--- src/rtl/pcie_arbiter_if.sv ---
// Request/frame/grant bundle between PCI bus masters and the round-robin arbiter.
// Masters drive request and frame; the arbiter returns a one-hot grant.
interface pcie_arbiter_if #(
  parameter int CHANNELS = 8
);
  logic [CHANNELS-1:0] pci_req;
  logic                pci_frame;
  logic [CHANNELS-1:0] pci_grnt;

  modport master (output pci_req, output pci_frame, input pci_grnt);
  modport slave  (input pci_req, input pci_frame, output pci_grnt);
endinterface

--- src/rtl/pcie_arbiter.sv ---
// Round-robin PCI bus arbiter: one-hot registered grant, held through the frame, priority rotates past the owner.
// Latency: grant one cycle after request is sampled; no backpressure, a grant stays until frame ends or the request drops.
module pcie_arbiter #(
  parameter int CHANNELS = 8
) (
  input  logic           clk,
  input  logic           rst,
  pcie_arbiter_if.slave  bus
);
  localparam int PTR_W = $clog2(CHANNELS);

  typedef enum logic [1:0] {
    IDLE  = 2'd0,
    GRANT = 2'd1,
    BUSY  = 2'd2
  } state_t;

  state_t              state_q, state_d;
  logic [CHANNELS-1:0] grnt_q, grnt_d;
  logic [PTR_W-1:0]    ptr_q, ptr_d;
  logic [PTR_W-1:0]    owner_q, owner_d;
  logic [PTR_W-1:0]    win_idx;
  logic                win_vld;
  int                  idx;

  // Rotating-priority search: ptr, ptr+1, ..., wrapping past CHANNELS-1 to 0.
  always_comb begin
    win_vld = 1'b0;
    win_idx = '0;
    idx     = 0;
    for (int i = 0; i < CHANNELS; i++) begin
      idx = int'(ptr_q) + i;
      if (idx >= CHANNELS) begin
        idx = idx - CHANNELS;
      end
      if (!win_vld && bus.pci_req[idx]) begin
        win_vld = 1'b1;
        win_idx = PTR_W'(idx);
      end
    end
  end

  always_comb begin
    state_d = state_q;
    grnt_d  = grnt_q;
    ptr_d   = ptr_q;
    owner_d = owner_q;
    unique case (state_q)
      IDLE: begin
        grnt_d = '0;
        if (win_vld) begin
          grnt_d          = '0;
          grnt_d[win_idx] = 1'b1;
          owner_d         = win_idx;
          state_d         = GRANT;
        end
      end
      GRANT: begin
        // Frame wins over a simultaneous request drop: the master has already started.
        if (bus.pci_frame) begin
          state_d = BUSY;
        end else if (!bus.pci_req[owner_q]) begin
          grnt_d  = '0;
          state_d = IDLE;
        end
      end
      BUSY: begin
        if (!bus.pci_frame) begin
          grnt_d  = '0;
          ptr_d   = (owner_q == PTR_W'(CHANNELS - 1)) ? '0 : owner_q + 1'b1;
          state_d = IDLE;
        end
      end
      default: begin
        grnt_d  = '0;
        state_d = IDLE;
      end
    endcase
  end

  always_ff @(posedge clk) begin
    if (rst) begin
      state_q <= IDLE;
      grnt_q  <= '0;
      ptr_q   <= '0;
      owner_q <= '0;
    end else begin
      state_q <= state_d;
      grnt_q  <= grnt_d;
      ptr_q   <= ptr_d;
      owner_q <= owner_d;
    end
  end

  assign bus.pci_grnt = grnt_q;
endmodule

--- src/flat_wrapper.sv ---
// flat-port wrapper written by rule: the top's interface ports become plain ports
module pcie_arbiter_flat 
#(
  parameter int CHANNELS = 8
)
  (clk, rst, bus_pci_req, bus_pci_frame, bus_pci_grnt);
  pcie_arbiter_if #(.CHANNELS(CHANNELS)) bus_i ();
  input  logic clk;
  input  logic rst;
  input wire logic [$bits(bus_i.pci_req)-1:0] bus_pci_req;
  input wire logic [$bits(bus_i.pci_frame)-1:0] bus_pci_frame;
  output wire logic [$bits(bus_i.pci_grnt)-1:0] bus_pci_grnt;
  assign bus_i.pci_req = bus_pci_req;
  assign bus_i.pci_frame = bus_pci_frame;
  assign bus_pci_grnt = bus_i.pci_grnt;
  pcie_arbiter #(.CHANNELS(CHANNELS)) u_core (.clk(clk), .rst(rst), .bus(bus_i));
endmodule
--- config.mk ---
export PLATFORM = sky130hd
export DESIGN_NAME = pcie_arbiter_flat
export DESIGN_NICKNAME = d
export VERILOG_FILES = /design/src/rtl/pcie_arbiter_if.sv /design/src/rtl/pcie_arbiter.sv /design/src/flat_wrapper.sv
export SDC_FILE = /design/constraint.sdc
export NUM_CORES = 1
export LEC_CHECK = 0
export BUFFER_PORTS_ARGS = -buffer_cell sky130_fd_sc_hd__buf_4
export CAP_MARGIN = 20
export CELL_PAD_IN_SITES_DETAIL_PLACEMENT = 0
export CELL_PAD_IN_SITES_GLOBAL_PLACEMENT = 2
export CORE_MARGIN = 8
export CORE_UTILIZATION = 35
export CTS_BUF_LIST = sky130_fd_sc_hd__clkbuf_4
export CTS_CLUSTER_SIZE = 24
export DETAILED_ROUTE_END_ITERATION = 10
export GPL_TIMING_DRIVEN = 0
export PLACE_DENSITY_LB_ADDON = 0.1
export SYNTH_ARGS = -nofsm -noshare
export SYNTH_HDL_FRONTEND = slang
export SYNTH_SLANG_ARGS = --single-unit
--- constraint.sdc ---
create_clock -name clk -period 3.39 [get_ports clk]
set_input_delay 0.339 -clock clk [delete_from_list [all_inputs] [get_ports clk]]
set_output_delay 0.339 -clock clk [all_outputs]
set_load 0.05 [all_outputs]
==> impl_metrics.tcl, run 1 <==
set metrics [dict create \
    power_density_nw_per_um2 259 \
    dpl_cell_area_um2 2030 \
    reg2reg_slack_ns 0.16 \
    nNetsFinal 231 \
    finalMaxSlewViolations 0 \
    avgViaCountPerCell 5.64 \
    die_h_um 88.2 \
    synth_enable_flop_cells 0 \
    final_common_cell "buf_4" \
    die-area_um2 7790 \
    hp-class "in2reg" \
    drv_cap 0 \
    antenna_found_initial 0 \
    regToRegStartpoint "u_core.ptr_q[0]$_SDFFE_PP0P_" \
    hold_depth 3 \
    grt_max_degree 11 \
    crit_path_end_kind "flop" \
    final_cell_mix "buf_4, nor2_1, nand2_1" \
    wl_per_cell_um 17.7 \
    synth_top_flop_cell "dfxtp_1" \
    status "finished clean" \
    synth.avg_cell_area_um2 9.77 \
    root_buffer "clkbuf_4" \
    post-place-cells 273 \
    ff2ff_path_depth 13 \
    worst-path-max-fanout 10 \
    numCtsBuffers 3 \
    syn-num-nets 202 \
    cts.sinks 16 \
    yosysUniqueCellTypes 61 \
    start_util_pct 36.0 \
    hold_viol_final 0 \
    yosys_warnings 0 \
    coreArea_um2 5070 \
    dp_hpwl_um 3870 \
    maxSlewHeadroom_pct 55.2 \
    die_x_um 88.2 \
    ir_worst_vdd_mv 0.190 \
    drt-total-wl_um 5050 \
    clk_pin_slew_worst_paths_ns 0.10 \
    netlist_instances 187 \
    min_to "u_core.state_q[1]$_SDFFE_PP0P_" \
    crit_family "simple AND/OR/NAND/NOR gates" \
    rsz0062_at_grt "false" \
    num_antenna_cells 0 \
    drt_iter0_drc 91 \
    final_area_um2 2180 \
    setup-violations-final 0 \
    yosysSeqAreaShare_pct 17.5 \
    synth_async_sr_flop_share_pct 0 \
    num_io_pins 19 \
    ys_seq_elements 16 \
    cp_cell_sequence "buf_6, buf_12, inv_4, ha_1, buf_4, buf_8, mux2i_1, o31a_1, a32o_2, and2_4, and3_4, or4_4, o41ai_2" \
    worst_hold_startpoint "bus_pci_frame" \
    fin_crit_sh_pct 95.3 \
    cts_tree "done" \
    grt-ovfl-total 0 \
    clock_skew_ns 0.00791 \
    fp-row-count 26 \
    clk_latency_ns 0.29 \
    arrival_ns 3.44 \
    worst_pin_slew_ns 0.668 \
    syn_area_um2 1830 \
    ctsLongestPathBuffers 2 \
    leakagePower_nw 0.823 \
    worstSetupPathType "reg2reg" \
    grt_first_pass_wirelength_um 8440 \
    first_global_vias 1608 \
    cp_slowest_cell "or4_4" \
    drive_gt1_share_pct 38.6 \
    reg2reg_to "u_core.bus.pci_grnt[0]$_SDFFE_PP0P_" \
    first_pass_iters 4 \
    cts_hold_buf 0 \
    htree_levels 1 \
    port-buffer-count 16 \
    required_ns 3.60 \
    cp-start-kind "flop" \
    cp_num_buf_inv 5 \
    globalplace.congestion 0.868 \
    ant_nets 0 \
    area_growth_pct 19.2 \
    startpoint "u_core.ptr_q[0]$_SDFFE_PP0P_" \
    max_freq_mhz 309 \
    fin_cells 285 \
    worst_path_largest_cell_delay_ns 0.52 \
    grtUsageTotal_pct 13.8 \
    drc 0 \
    vias 1607 \
    min_period_ns 3.23 \
]
## repair_timing
action,CTS,global route
endpoints found under the setup margin,11,10
gates resized for setup,4,11
endpoints found under the hold margin,0,0
pin swaps,0,6
setup buffers,1,7
## worst max path at each step
stage	end	cells past startpoint
4_1_cts	u_core.bus.pci_grnt[0]$_SDFFE_PP0P_	12
5_1_grt	u_core.bus.pci_grnt[2]$_SDFFE_PP0P_	13
2_1_floorplan	u_core.bus.pci_grnt[0]$_SDFFE_PP0P_	12
6_report	u_core.bus.pci_grnt[0]$_SDFFE_PP0P_	13
3_3_place_gp	u_core.bus.pci_grnt[2]$_SDFFE_PP0P_	12
3_5_place_dp	u_core.bus.pci_grnt[2]$_SDFFE_PP0P_	12
## sequential cells by signal (all words and copies together), names as in the netlist
register	flops
u_core.state_q	2
u_core.bus.pci_grnt	8
u_core.ptr_q	3
u_core.owner_q	3
## metal layers
metal	wire, um	vias up	global-route usage (%)	part of all wire, %
li1	-	780	-	-
met2	2500	28	22.7	49
met4	9	0	1.54	0.18
met1	2370	797	18.5	47
met5	0	-	0	0
met3	169	2	2.69	3.3
## layout make-up
cell class	instances	area [um2]
fillers	532	2900
repair buffers	24	180
multi-input cells	153	1420
flip-flops and latches	16	325
inverters	7	32.5
plain buffers	11	103
well taps	70	87.6
clock buffers	3	22.5
clock inverters	1	3.75
## worst register-to-register path, stage by stage (launching register included)
cell and delay [ns]:
dfxtp_2 0.36, buf_6 0.12, buf_12 0.14, inv_4 0.06, ha_1 0.29, buf_4 0.17
buf_8 0.14, mux2i_1 0.13, o31a_1 0.25, a32o_2 0.30, and2_4 0.16, and3_4 0.19
or4_4 0.52, o41ai_2 0.32
## logic make-up after synthesis
| logic type | synth area share (%) |
|---|---|
| xor gates and xnor gates | 2.74 |
| AOI/OAI and AO/OA | 18.6 |
| adders and majority gates | 2.74 |
| muxes | 31.6 |
| DFF | 17.5 |
| buffers and inverters | 5.96 |
| and+or+nand+nor | 20.8 |
## cells in the mapped netlist (2+ instances only)
cell type,count,area share (%)
o31ai_1,4,1.6
mux2i_1,10,5.5
ha_1,4,2.7
nand3b_1,3,1.2
buf_2,2,0.55
o21ai_0,6,1.6
a21oi_1,12,3.3
nor2_1,18,3.7
buf_6,2,1.2
and2_1,3,1.0
a211oi_1,2,0.82
nor3b_1,2,0.82
nor3_1,4,1.1
nand2_1,15,3.1
nand3_1,6,1.6
mux4_2,13,16
nand2b_1,2,0.68
mux4_1,3,4.3
clkbuf_1,2,0.41
buf_4,3,1.2
xor2_1,2,0.96
dfxtp_1,16,18
o211ai_1,2,0.82
nor2b_1,2,0.68
mux2_2,7,4.3
mux2i_2,2,1.5
inv_1,6,1.2
## power breakdown
| group | internal [mW] | total [mW] | switching, mW |
|---|---|---|---|
| sequential | 0.200 | 0.212 | 0.0122 |
| combinational | 0.106 | 0.244 | 0.138 |
| clock | 0.0428 | 0.107 | 0.0644 |
## through the flow
| stage | TNS, ns | total power [mW] | setup WS [ns] | util, % | hold WS (ns) |
|---|---|---|---|---|---|
| 2_1_floorplan | 0 | 0.384 | 0.203 | - | 0.476 |
| 3_3_place_gp | -1.68 | 0.444 | -0.233 | 40.1 | 0.437 |
| 3_5_place_dp | -1.80 | 0.449 | -0.281 | 40.1 | 0.447 |
| 4_1_cts | 0 | 0.556 | 0.0219 | 40.9 | 0.298 |
| 5_1_grt | 0 | 0.603 | 0.0235 | 42.9 | 0.295 |
| 6_report | 0 | 0.564 | 0.158 | 42.9 | 0.299 |
No activity file was read; power rests on OpenSTA's default activity.
==> inputs of run 2 (changes only) <==
--- a/config.mk
+++ b/config.mk
@@ -7,7 +7,7 @@
 export LEC_CHECK = 0
 export BUFFER_PORTS_ARGS = -buffer_cell sky130_fd_sc_hd__buf_4
 export CAP_MARGIN = 20
-export CELL_PAD_IN_SITES_DETAIL_PLACEMENT = 0
+export CELL_PAD_IN_SITES_DETAIL_PLACEMENT = 1
 export CELL_PAD_IN_SITES_GLOBAL_PLACEMENT = 2
 export CORE_MARGIN = 8
 export CORE_UTILIZATION = 35
@@ -16,6 +16,7 @@
 export DETAILED_ROUTE_END_ITERATION = 10
 export GPL_TIMING_DRIVEN = 0
 export PLACE_DENSITY_LB_ADDON = 0.1
+export SKIP_CTS_REPAIR_TIMING = 1
 export SYNTH_ARGS = -nofsm -noshare
 export SYNTH_HDL_FRONTEND = slang
 export SYNTH_SLANG_ARGS = --single-unit
==> impl_metrics.tcl, run 2 (synthesis gave the netlist of run 1 again) <==
set metrics [dict create \
    status "finished clean" \
    hold_viol_final 0 \
    ctsLongestPathBuffers 2 \
    globalplace.congestion 0.868 \
    grtUsageTotal_pct 14.4 \
    maxSlewHeadroom_pct 55.5 \
    numCtsBuffers 3 \
    worst_pin_slew_ns 0.664 \
    ir_worst_vdd_mv 0.206 \
    finalMaxSlewViolations 0 \
    num_io_pins 19 \
    vias 1637 \
    use_met1_pct 18.2 \
    fin_ws_ns 0.110 \
    drt_iter0_drc 72 \
    grt_first_pass_wirelength_um 8890 \
    final_common_cell "buf_4" \
    die_x_um 88.2 \
    p_total_mw 0.569 \
    clk_pin_slew_worst_paths_ns 0.10 \
    grt-ovfl-total 0 \
    first_global_vias 1754 \
    ant_nets 0 \
    min_period_ns 3.28 \
    final_cell_mix "buf_4, nor2_1, nand2_1" \
    finalSetupTns_ns 0 \
    place_ws_ns -0.285 \
    whs_ns 0.325 \
    start_util_pct 36.0 \
    drv_cap 0 \
    port-buffer-count 16 \
    wl_per_cell_um 18.8 \
    coreArea_um2 5070 \
    post-place-cells 273 \
    reg2reg_slack_ns 0.11 \
    arrival_ns 3.48 \
    area_growth_pct 20.9 \
    required_ns 3.59 \
    drt-total-wl_um 5370 \
    die_h_um 88.2 \
    antenna_found_initial 0 \
    worst-path-max-fanout 10 \
    grtUsageMet2_pct 24.7 \
    cts.sinks 16 \
    setup-violations-final 0 \
    avgViaCountPerCell 5.72 \
    largest_reg_flops 8 \
    die-area_um2 7790 \
    crit_path_end_kind "flop" \
    fin_crit_sh_pct 96.8 \
    fin_cells 286 \
    power_density_nw_per_um2 258 \
    grt_most_used_layer "met2" \
    cts_tree "done" \
    drive_gt1_share_pct 38.9 \
    worstSetupPathType "reg2reg" \
    dp_hpwl_um 4110 \
    final_area_um2 2210 \
    root_buffer "clkbuf_4" \
    clk_latency_ns 0.29 \
    fin_util_pct 43.5 \
    cp-start-kind "flop" \
    use_met3_pct 3.16 \
    nNetsFinal 232 \
    leakagePower_nw 0.830 \
    hp-class "in2reg" \
    htree_levels 1 \
    clock_skew_ns 0.00261 \
    first_pass_iters 4 \
    drc 0 \
    dpl_cell_area_um2 2030 \
    fp-row-count 26 \
    max_freq_mhz 305 \
    num_antenna_cells 0 \
    grt_max_degree 11 \
]
-- run 2: changes by cell type in the layout (fill, tap and decap cells not counted) --
cell / previous run / this run
a221oi_4: 0 / 1
buf_12: 1 / 2
a221oi_2: 1 / 0
-- run 2: power breakdown --
group          leakage (nW)  switching [mW]  total (mW)  internal (mW)
sequential            0.132          0.0124       0.212          0.200
clock                0.0154          0.0632       0.106         0.0428
combinational         0.683           0.142       0.251          0.108
total                 0.830           0.218       0.569          0.351
-- run 2: final timing paths --
path | from | end | cells after the start
setup / recovery | u_core.ptr_q[0]$_SDFFE_PP0P_ | u_core.bus.pci_grnt[0]$_SDFFE_PP0P_ | 13
hold / removal | bus_pci_frame | u_core.state_q[1]$_SDFFE_PP0P_ | 3
setup reg to reg | u_core.ptr_q[0]$_SDFFE_PP0P_ | u_core.bus.pci_grnt[0]$_SDFFE_PP0P_ | 13
hold reg to reg | u_core.bus.pci_grnt[6]$_SDFFE_PP0P_ | u_core.bus.pci_grnt[6]$_SDFFE_PP0P_ | 2
-- run 2: cell type report --
cell class	instances	area, um2
Clock buffer	3	22.5
Timing Repair Buffer	25	188
Clock inverter	1	3.75
Sequential cell	16	325
Inverter	7	32.5
Fill cell	605	2870
Tap cell	70	87.6
Multi-Input combinational cell	153	1430
Buffer	11	115
-- run 2: metal layers --
metal | share of wire, % | vias to the layer above | wire length [um]
met1 | 46 | 826 | 2460
met3 | 3.3 | 4 | 176
met4 | 0.34 | 0 | 18
li1 | - | 783 | -
met5 | 0 | - | 0
met2 | 51 | 24 | 2720
-- run 2: critical path, stage by stage, from the launching register on --
cell and delay [ns]:
dfxtp_2 0.36, buf_8 0.10, buf_12 0.12, inv_4 0.06
ha_1 0.31, buf_6 0.15, buf_8 0.14, mux2i_1 0.14
o31a_1 0.25, a32o_2 0.30, and2_4 0.15, and3_4 0.19
or4_4 0.57, o41ai_2 0.33
==> inputs of run 3 (changes only) <==
--- a/config.mk
+++ b/config.mk
@@ -9,6 +9,7 @@
 export CAP_MARGIN = 20
 export CELL_PAD_IN_SITES_DETAIL_PLACEMENT = 1
 export CELL_PAD_IN_SITES_GLOBAL_PLACEMENT = 2
+export CORE_ASPECT_RATIO = 1.5
 export CORE_MARGIN = 8
 export CORE_UTILIZATION = 35
 export CTS_BUF_LIST = sky130_fd_sc_hd__clkbuf_4
==> impl_metrics.tcl, run 3 (synthesis gave the netlist of run 1 again) <==
set metrics [dict create \
    wl_per_cell_um 19.8 \
    arrival_ns 3.47 \
    required_ns 3.58 \
    start_util_pct 35.9 \
    drive_gt1_share_pct 38.6 \
    drt_iter0_drc 99 \
    drc 0 \
    worst-path-max-fanout 10 \
    fillCellCount 611 \
    finalMaxSlewViolations 0 \
    regArea_um2 325 \
    clock_skew_ns 0.00108 \
    leakagePower_nw 0.827 \
    grt_first_pass_wirelength_um 9110 \
    worstSetupPathType "reg2reg" \
    coreArea_um2 5080 \
    min_period_ns 3.28 \
    htree_levels 1 \
    clk_pin_slew_worst_paths_ns 0.09 \
    cp-start-kind "flop" \
    port-buffer-count 16 \
    drv_cap 0 \
    antenna_found_initial 0 \
    cts.sinks 16 \
    drt-total-wl_um 5610 \
    nNetsFinal 232 \
    worst_pin_slew_ns 0.690 \
    final_cell_mix "buf_4, nor2_1, nand2_1" \
    die-area_um2 7830 \
    fin_crit_sh_pct 96.8 \
    rsz0062_at_grt "true" \
    setup-violations-final 0 \
    die_h_um 104 \
    fp-row-count 32 \
    reg2reg_slack_ns 0.11 \
    first_global_vias 1766 \
    ir_worst_vdd_mv 0.220 \
    hold_viol_final 0 \
    maxSlewHeadroom_pct 53.8 \
    largest_reg_flops 8 \
    num_io_pins 19 \
    ant_nets 0 \
    p_total_mw 0.569 \
    final_area_um2 2190 \
    whs_ns 0.304 \
    vias 1680 \
    status "finished clean" \
    root_buffer "clkbuf_4" \
    cts_tree "done" \
    dpl_cell_area_um2 2030 \
    hp-class "in2reg" \
    die_x_um 75.0 \
    grt_max_degree 11 \
    first_pass_iters 4 \
    crit_path_end_kind "flop" \
    area_growth_pct 19.7 \
    num_antenna_cells 0 \
    grt-ovfl-total 0 \
    grtUsageTotal_pct 14.8 \
    numCtsBuffers 3 \
    max_freq_mhz 305 \
    dp_hpwl_um 4330 \
    final_common_cell "buf_4" \
    ctsLongestPathBuffers 2 \
    multiInputGateArea_um2 1440 \
    avgViaCountPerCell 5.94 \
    clk_latency_ns 0.29 \
    globalplace.congestion 0.877 \
    power_density_nw_per_um2 261 \
]
[run 3: path summary, 6_finish.rpt]
path                                                     startpoint  cells after the start                             endpoint
worst max-delay path                   u_core.ptr_q[0]$_SDFFE_PP0P_                     13  u_core.bus.pci_grnt[3]$_SDFFE_PP0P_
worst min-delay path                                  bus_pci_frame                      3       u_core.state_q[1]$_SDFFE_PP0P_
worst max register to register         u_core.ptr_q[0]$_SDFFE_PP0P_                     13  u_core.bus.pci_grnt[3]$_SDFFE_PP0P_
worst min register to register  u_core.bus.pci_grnt[4]$_SDFFE_PP0P_                      2  u_core.bus.pci_grnt[4]$_SDFFE_PP0P_
[run 3: where the power goes]
group / switching, mW / total (mW) / internal [mW]
logic: 0.142 / 0.253 / 0.112
clock network: 0.0614 / 0.103 / 0.0413
registers: 0.0135 / 0.213 / 0.200
[run 3: layout make-up]
| cell class | count | area share [%] |
|---|---|---|
| plain buffers | 11 | 4.46 |
| clock buffers | 3 | 1.03 |
| inverters | 7 | 1.37 |
| multi-input cells | 153 | 65.8 |
| flip-flops and latches | 16 | 14.9 |
| well taps | 68 | 3.89 |
| repair buffers | 25 | 8.59 |
[run 3: layer usage]
metal | vias up | routed length [um] | track usage, %
met4 | 0 | 185 | 6.90
met2 | 43 | 3060 | 25.6
met1 | 843 | 2230 | 17.4
met3 | 13 | 128 | 0.772
met5 | - | 0 | 0
li1 | 781 | - | -
[run 3: worst max-delay path: stages (launching register included)]
cell	delay [ns]
dfxtp_2	0.36
buf_6	0.14
buf_8	0.14
inv_2	0.08
ha_1	0.29
buf_4	0.17
buf_8	0.15
mux2i_1	0.15
o31a_1	0.26
a32o_2	0.31
and2_4	0.15
and3_4	0.19
or4_4	0.53
a41o_2	0.26
[run 3: stage by stage]
step / cells / setup WS [ns] / TNS (ns) / utilization [%]
6_report: 283 / 0.108 / 0 / 43.0
3_5_place_dp: 271 / -0.241 / -1.82 / 40.0
2_1_floorplan: 187 / 0.203 / 0 / -
4_1_cts: 274 / -0.294 / -2.22 / 40.4
3_3_place_gp: 271 / -0.226 / -1.68 / 40.0
5_1_grt: 283 / -0.0108 / -0.0133 / 43.0
